[src/rtl/alu_flag_unit_pkg.sv]
// Shared definitions for the ALU flag unit: aluc codes, branch selectors,
// exception FSM states and the default overflow exception code.
package alu_flag_unit_pkg;

    localparam logic [3:0] ALUC_ADDU = 4'b0000;
    localparam logic [3:0] ALUC_SUBU = 4'b0001;
    localparam logic [3:0] ALUC_ADD  = 4'b0010;
    localparam logic [3:0] ALUC_SUB  = 4'b0011;
    localparam logic [3:0] ALUC_AND  = 4'b0100;
    localparam logic [3:0] ALUC_OR   = 4'b0101;
    localparam logic [3:0] ALUC_XOR  = 4'b0110;
    localparam logic [3:0] ALUC_NOR  = 4'b0111;
    localparam logic [3:0] ALUC_LUI  = 4'b1000;
    localparam logic [3:0] ALUC_SLTU = 4'b1010;
    localparam logic [3:0] ALUC_SLT  = 4'b1011;
    localparam logic [3:0] ALUC_SRA  = 4'b1100;
    localparam logic [3:0] ALUC_SRL  = 4'b1101;
    localparam logic [3:0] ALUC_SLA  = 4'b1110;
    localparam logic [3:0] ALUC_SLL  = 4'b1111;

    localparam logic [2:0] BR_BEQ  = 3'd0;
    localparam logic [2:0] BR_BNE  = 3'd1;
    localparam logic [2:0] BR_BLTZ = 3'd2;
    localparam logic [2:0] BR_BGEZ = 3'd3;
    localparam logic [2:0] BR_BGTZ = 3'd4;
    localparam logic [2:0] BR_BLEZ = 3'd5;
    localparam logic [2:0] BR_BLTU = 3'd6;

    localparam logic [4:0] EXC_OV_DEF = 5'd12;

    typedef enum logic {
        ST_IDLE,
        ST_REQ
    } state_t;

endpackage

[src/rtl/alu_flag_unit_valid.sv]
// Combinational decode of aluc into carry/overflow flag validity.
// Module name kept as alu_flag_valid so the hazard unit can share it.
module alu_flag_valid
    import alu_flag_unit_pkg::*;
(
    input  logic [3:0] aluc,
    output logic       c_valid,
    output logic       v_valid
);

    always_comb begin
        c_valid = 1'b0;
        v_valid = 1'b0;
        case (aluc)
            ALUC_ADDU, ALUC_SUBU, ALUC_SLTU,
            ALUC_SRA, ALUC_SRL, ALUC_SLA, ALUC_SLL: c_valid = 1'b1;
            ALUC_ADD, ALUC_SUB:                     v_valid = 1'b1;
            ALUC_AND, ALUC_OR, ALUC_XOR, ALUC_NOR,
            ALUC_LUI, ALUC_SLT:                     ;
            default:                                ;
        endcase
    end

endmodule

[src/rtl/alu_flag_unit.sv]
// Execute-stage flag consumer: registered {N,Z,C,V} status, branch resolution
// and held overflow exception request. Optional ALU_FLAG_OVF_CNT_EN adds ovf_count.
module alu_flag_unit
    import alu_flag_unit_pkg::*;
#(
    parameter logic [4:0]  EXC_OV = EXC_OV_DEF,
    parameter int unsigned PC_W   = 32
) (
    input  logic            clk,
    input  logic            rst,
    input  logic            alu_valid,
    input  logic [3:0]      aluc,
    input  logic            zero,
    input  logic            carry,
    input  logic            negative,
    input  logic            overflow,
    input  logic [PC_W-1:0] pc,
    input  logic            br_check,
    input  logic [2:0]      br_type,
    input  logic            trap_en,
    input  logic            exc_ack,
    output logic [3:0]      status,
    output logic            br_valid,
    output logic            br_taken,
    output logic            exc_req,
    output logic [4:0]      exc_code,
    output logic [PC_W-1:0] exc_epc,
    output logic            stall
`ifdef ALU_FLAG_OVF_CNT_EN
    ,
    output logic [7:0]      ovf_count
`endif
);

    state_t state;
    logic   c_valid;
    logic   v_valid;
    logic   accept;
    logic   fault;
    logic   br_cond;

    alu_flag_valid u_flag_valid (
        .aluc    (aluc),
        .c_valid (c_valid),
        .v_valid (v_valid)
    );

    assign stall  = (state == ST_REQ);
    assign accept = alu_valid && !stall;
    assign fault  = accept && trap_en && overflow && v_valid;

    // Branches resolve on the raw ALU flags, not the retained status word.
    always_comb begin
        br_cond = 1'b0;
        case (br_type)
            BR_BEQ:  br_cond = zero;
            BR_BNE:  br_cond = !zero;
            BR_BLTZ: br_cond = negative;
            BR_BGEZ: br_cond = !negative;
            BR_BGTZ: br_cond = !negative && !zero;
            BR_BLEZ: br_cond = negative || zero;
            BR_BLTU: br_cond = carry && c_valid;
            default: br_cond = 1'b0;
        endcase
    end

    always_ff @(posedge clk or posedge rst) begin
        if (rst) begin
            state    <= ST_IDLE;
            status   <= '0;
            br_valid <= 1'b0;
            br_taken <= 1'b0;
            exc_req  <= 1'b0;
            exc_code <= '0;
            exc_epc  <= '0;
`ifdef ALU_FLAG_OVF_CNT_EN
            ovf_count <= '0;
`endif
        end else begin
            br_valid <= accept && br_check;
            if (accept) begin
                status[3] <= negative;
                status[2] <= zero;
                if (c_valid) status[1] <= carry;
                if (v_valid) status[0] <= overflow;
                if (br_check) br_taken <= br_cond;
            end
            case (state)
                ST_IDLE: begin
                    if (fault) begin
                        state    <= ST_REQ;
                        exc_req  <= 1'b1;
                        exc_code <= EXC_OV;
                        exc_epc  <= pc;
                    end
                end
                ST_REQ: begin
                    if (exc_ack) begin
                        state   <= ST_IDLE;
                        exc_req <= 1'b0;
                    end
                end
                default: begin
                    state   <= ST_IDLE;
                    exc_req <= 1'b0;
                end
            endcase
`ifdef ALU_FLAG_OVF_CNT_EN
            if (accept && v_valid && overflow && (ovf_count != 8'hFF))
                ovf_count <= ovf_count + 8'd1;
`endif
        end
    end

endmodule
[config.mk]
export PLATFORM = sky130hd
export DESIGN_NAME = alu_flag_unit
export DESIGN_NICKNAME = d
export VERILOG_FILES = /design/src/rtl/alu_flag_unit_pkg.sv /design/src/rtl/alu_flag_unit_valid.sv /design/src/rtl/alu_flag_unit.sv
export SDC_FILE = /design/constraint.sdc
export NUM_CORES = 1
export LEC_CHECK = 0
export BUFFER_PORTS_ARGS = -buffer_cell sky130_fd_sc_hd__buf_4
export CORE_MARGIN = 2
export CORE_UTILIZATION = 48
export DETAILED_ROUTE_END_ITERATION = 6
export MAX_ROUTING_LAYER = met4
export PLACE_DENSITY = 0.84
export SLEW_MARGIN = 40
export SYNTH_ARGS = -nofsm -noshare
export SYNTH_HDL_FRONTEND = slang
export SYNTH_SLANG_ARGS = --single-unit
export TNS_END_PERCENT = 10
[constraint.sdc]
create_clock -name clk -period 2.95 [get_ports clk]
set_input_delay 0.1475 -clock clk [delete_from_list [all_inputs] [get_ports clk]]
set_output_delay 0.1475 -clock clk [all_outputs]
set_load 0.02 [all_outputs]
* After elaboration in Yosys (flattened, before gate mapping) *
Cells that the tools add are included.

word-level totals
  bits of input ports = 49
  logic and storage cells = 55
  bits in registers = 41

operators by class
  reductions and logical operators = 20
  multiplexer cells = 9
  bitwise logic cells = 1
  eq/ne operators = 16

operators with widths
  cell                count
  $eq 4x4->1 const B  5
  $reduce_and 2->1    5
  $eq 3x3->1 const B  3
  $eq 4x2->1 const B  2
  $logic_and 1x1->1   7
  $pmux 1 s7          1
  $reduce_or 7->1     1
  $eq 3x2->1 const B  2
  $mux 1              6
  $eq 4x1->1 const B  1
  $logic_not 4->1     1
  $ne 2x2->1 const B  2
  $pmux 1 s2          2
  $eq 3x1->1 const B  1
  $logic_not 1->1     3
  $logic_not 3->1     1
  $reduce_or 2->1     1
  $logic_or 1x1->1    1
  $not 1->1           1

* Longest topological paths before layout *
  depth after elaboration = 7
  depth in mapped cells = 5
  gate-level depth less buffers = 4

* Modules after synthesis *
From an unflattened synthesis, not the netlist that was laid out.

second synthesis, totals
  cell total of the unflattened synthesis = 116
  area total of the unflattened synthesis = 1788.0 um^2

modules (own cells, without submodules)
  module          times used  area an instance (um^2)  seq. area each (um^2)  cells each
  alu_flag_unit   1           1754.2                   1026.0                 111
  alu_flag_valid  1           33.8                     0.0                    5

* Worst setup path after synthesis *
No wires, ideal clock.

  path type = flip-flop to flip-flop
  start = register state, in the netlist stall
  end = register exc_epc[0]
  stages on the path, launching flop included = 6
  data arrival time = 1460 ps
  data required time = 2825 ps
  library setup time = 125 ps
  slack = 1365 ps
  cells stage by stage = dfrtp_1 nor2b_4 and3_4 nand3_4 buf_6 mux2_4

on the way
  cells in the longest elaborated chain, start to end = 6
  elaborated cells between the ends (all ways) = 7
  those cells by class = bitwise (1); reduce/logical (6)

RTL lines
  item                                   line                 source
  start: declaration                     alu_flag_unit.sv:35  state_t state;
  start signal: assignment               alu_flag_unit.sv:69  state <= ST_IDLE;
  start signal: assignment               alu_flag_unit.sv:91  state <= ST_REQ;
  start signal: assignment               alu_flag_unit.sv:99  state <= ST_IDLE;
  $logic_not 1->1                        alu_flag_unit.sv:49  assign accept = alu_valid && !stall;
  $logic_and 1x1->1                      alu_flag_unit.sv:49
  $logic_and 1x1->1 (3 in series)        alu_flag_unit.sv:50  assign fault = accept && trap_en && overflow && v_valid;
  $reduce_and 2->1 (no source line) (*)  n/a
  end signal: assignment                 alu_flag_unit.sv:94  exc_epc <= pc;
  end: declaration                       alu_flag_unit.sv:27  output logic [PC_W-1:0] exc_epc,

Every way passes the cells marked *; elsewhere a longest branch is shown, timed or not.
A chain may end at the register's enable or synchronous reset.

* Worst setup path after layout *
  start = register state, in the netlist stall
  end = register exc_epc[17]

The elaborated chain is that of the path after synthesis.

==> results.cfg <==
[status]
outcome = complete, no violations

[route]
vias_per_cell = 4.94
ant_nets = 0
drt_pre_antenna_iters = 4
detail_route.iter0.violations = 47
num_vias = 1274
drc = 0
drt-wirelength-per-cell_um = 15.1
postRouteWirelength_um = 3900

[floorplan]
die_height_um = 65.2
initial_core_util = 0.495
pin_count = 94
dieArea_um2 = 4250
placeableCoreArea_um2 = 3630
placementRows = 22
die-width_um = 65.2

[final_layout]
multi_input_combinational_cell_area_um2 = 702
antenna_cells_inserted = 0
post_route_cell_area_um2 = 2630
nNetsFinal = 258
fillerInstances = 260
final_cell_count_no_fill = 258
layout_cell_share_with_drive_strength_beyond_1 = 0.657
areaGrowthSynthToFinish_pct = 46.4
sequential_cell_area_in_the_final_layout_um2 = 1030

[place]
place_congestion = 0.921
port-buffer-count = 90
placedInstanceArea_um2 = 2490
dpl_worst_slack_ns = 0.996
numPlacedInstances = 249
detailedPlacementHpwl_um = 2980

[clock_network]
h-tree-depth = 2
max-clock-path-buffers = 2
cts_post_setup_buffers_inserted = 0
clock_root_buffer = clkbuf_8
tritoncts_num_sinks = 41
post_cts_resize_count = 0
cts-buffers-inserted = 5
clock_tree_from_tritoncts = done
clk_transition_reported_paths_ns = 0.08
insertion_delay_ns = 0.29
hold_buffers = 1

[sta]
finalMaxSlewViolations = 0
rsz0062_at_grt = false
tightestPinTransition_ns = 0.654
final_critical_path_setup_slack_ns = 0.985
timing.slew.headroom = 0.562
fin_setup_tns_ns = 0
layout_min_cycle_time_ns = 1.96
hold_violations = 0
timing.clock.skew_ns = 0.00473
period_share = 0.666
maximum_clock_frequency_ghz = 0.509
endpoints_failing_setup = 0

[yosys]
syn_area_um2 = 1800
netlist_instances = 115
synth.avg_cell_area_um2 = 15.6
dominant_synthesized_flop_cell = dfrtp_1
synth-edff-count = 0
synth.distinct_cells = 24
yosys_warnings = 0
async_reset_ff_frac = 1.00
synth_seq_area_share = 0.570
synth-seq-cells = 41

[grt]
grt_first_pass_wirelength_um = 6510
grt_max_degree = 36
grtUsageTotal = 0.206
antenna_found_initial = 0
vias_in_the_first_global_route = 1310
gr-total-overflow = 0

[worst_hold_path]
hold_path_depth = 2
min_path_type = input port to flip-flop
hold_path_end = stall$_DFF_PP0_
min-delay-start = exc_ack

[setup_path]
critPathLaunchType = flip-flop
critical_path.max_fanout = 35
critical_path_arrival_ns = 2.14
crit_path_end_kind = flip-flop
r2r_setup_slack_ns = 0.99
crit-reg2reg-capture = exc_epc[17]$_DFFE_PP0P_
ff2ff_path_depth = 4
critPathRequiredTime_ns = 3.13
reg2reg_from = stall$_DFF_PP0_
setup.worst_path.class = flip-flop to flip-flop

[power_and_ir_drop]
report.power.total_mw = 1.81
leak_pwr_nw = 1.43
total_switching_power_mw = 0.507
power_frac_clock = 0.295
pwr-share-seq = 0.403
comb_power_share = 0.302
worst_voltage_drop_across_the_vdd_grid_mv = 0.405
intPower_mw = 1.30
power_density_nw_per_um2 = 687
netSwitchingFraction = 0.280

[run]
cap_viol_max_count = 0
## state kept, by name, indices dropped and copies added (netlist names)
name      cells
br_taken      1
exc_req       1
exc_epc      32
br_valid      1
exc_code      1
status        4
stall         1
## Yosys cell counts, drive strengths merged, types with 2 or more instances
| master | count | area [um2] |
|---|---|---|
| nor2b | 4 | 32.5 |
| buf | 7 | 63.8 |
| nand3 | 2 | 22.5 |
| nor2 | 3 | 11.3 |
| o311ai | 2 | 17.5 |
| nand2 | 4 | 15.0 |
| o311a | 2 | 20.0 |
| dfrtp | 41 | 1030 |
| mux2 | 36 | 507 |
| inv | 4 | 15.0 |
## stage by stage
step	hold slack, ns	util
CTS	0.0468	0.725
finish	0.0492	0.725
floorplan	0.244	-
global route	0.0444	0.725
global placement	0.301	0.684
detailed placement	0.307	0.684
## worst max-delay path: stages, from the launching register on
cell     delay (ns)
dfrtp_1        0.45
nor2b_4        0.19
and3_4         0.23
nand3_4        0.47
mux2_4         0.49
## power by group through the flow
stage               clock network [mW]  registers (mW)  logic [mW]
CTS                              0.546           0.729       0.553
global route                     0.571           0.743       0.579
detailed placement                   0           0.738       0.550
floorplan                            0           0.862       0.169
finish                           0.534           0.729       0.546
global placement                     0           0.734       0.537
## worst max-delay path by stage
stage                              end  slack (ns)       startpoint  depth (start not counted)
2_1_floorplan   exc_epc[0]$_DFFE_PP0P_        1.36  stall$_DFF_PP0_                          5
3_3_place_gp    exc_epc[6]$_DFFE_PP0P_        1.08  stall$_DFF_PP0_                          4
3_5_place_dp   exc_epc[24]$_DFFE_PP0P_         1.0  stall$_DFF_PP0_                          4
4_1_cts         exc_epc[0]$_DFFE_PP0P_        0.97  stall$_DFF_PP0_                          4
5_1_grt         exc_epc[6]$_DFFE_PP0P_        0.88  stall$_DFF_PP0_                          4
6_report       exc_epc[17]$_DFFE_PP0P_        0.99  stall$_DFF_PP0_                          4
## cells by family (layout without fill, tap and decap cells)
kind of cell | after synthesis | count (layout) | share of synthesized area
compound gates | 9 | 9 | 0.0396
buf+inv | 11 | 104 | 0.0438
flops | 41 | 41 | 0.570
mux | 36 | 36 | 0.282
other cells | 1 | 3 | 0.00208
simple gates | 17 | 17 | 0.0626
## per-layer routing
metal | part of all wire | global-route usage | up-vias
met2 | 0.50 | 0.329 | 71
li1 | - | - | 584
met5 | 0 | - | -
met4 | 0.015 | 0.0625 | 0
met1 | 0.40 | 0.253 | 613
met3 | 0.082 | 0.0651 | 6
## layout make-up
cell class	instances	area share
Timing Repair Buffer	92	0.263
Tap cell	48	0.0228
Inverter	4	0.00570
Multi-Input combinational cell	65	0.267
Sequential cell	41	0.390
Clock buffer	5	0.0261
Clock inverter	3	0.0261
## cell usage in the layout (no fill, tap or decap), drive strengths merged, types with 2 or more instances in the layout
cell     n
clkbuf   5
dfrtp   41
nor2     3
mux2    36
conb     3
bufinv   2
nand2    4
o311a    2
inv      4
buf     91
nor2b    4
nand3    2
o311ai   2
Note: power is estimated with default switching activity, not from simulation.
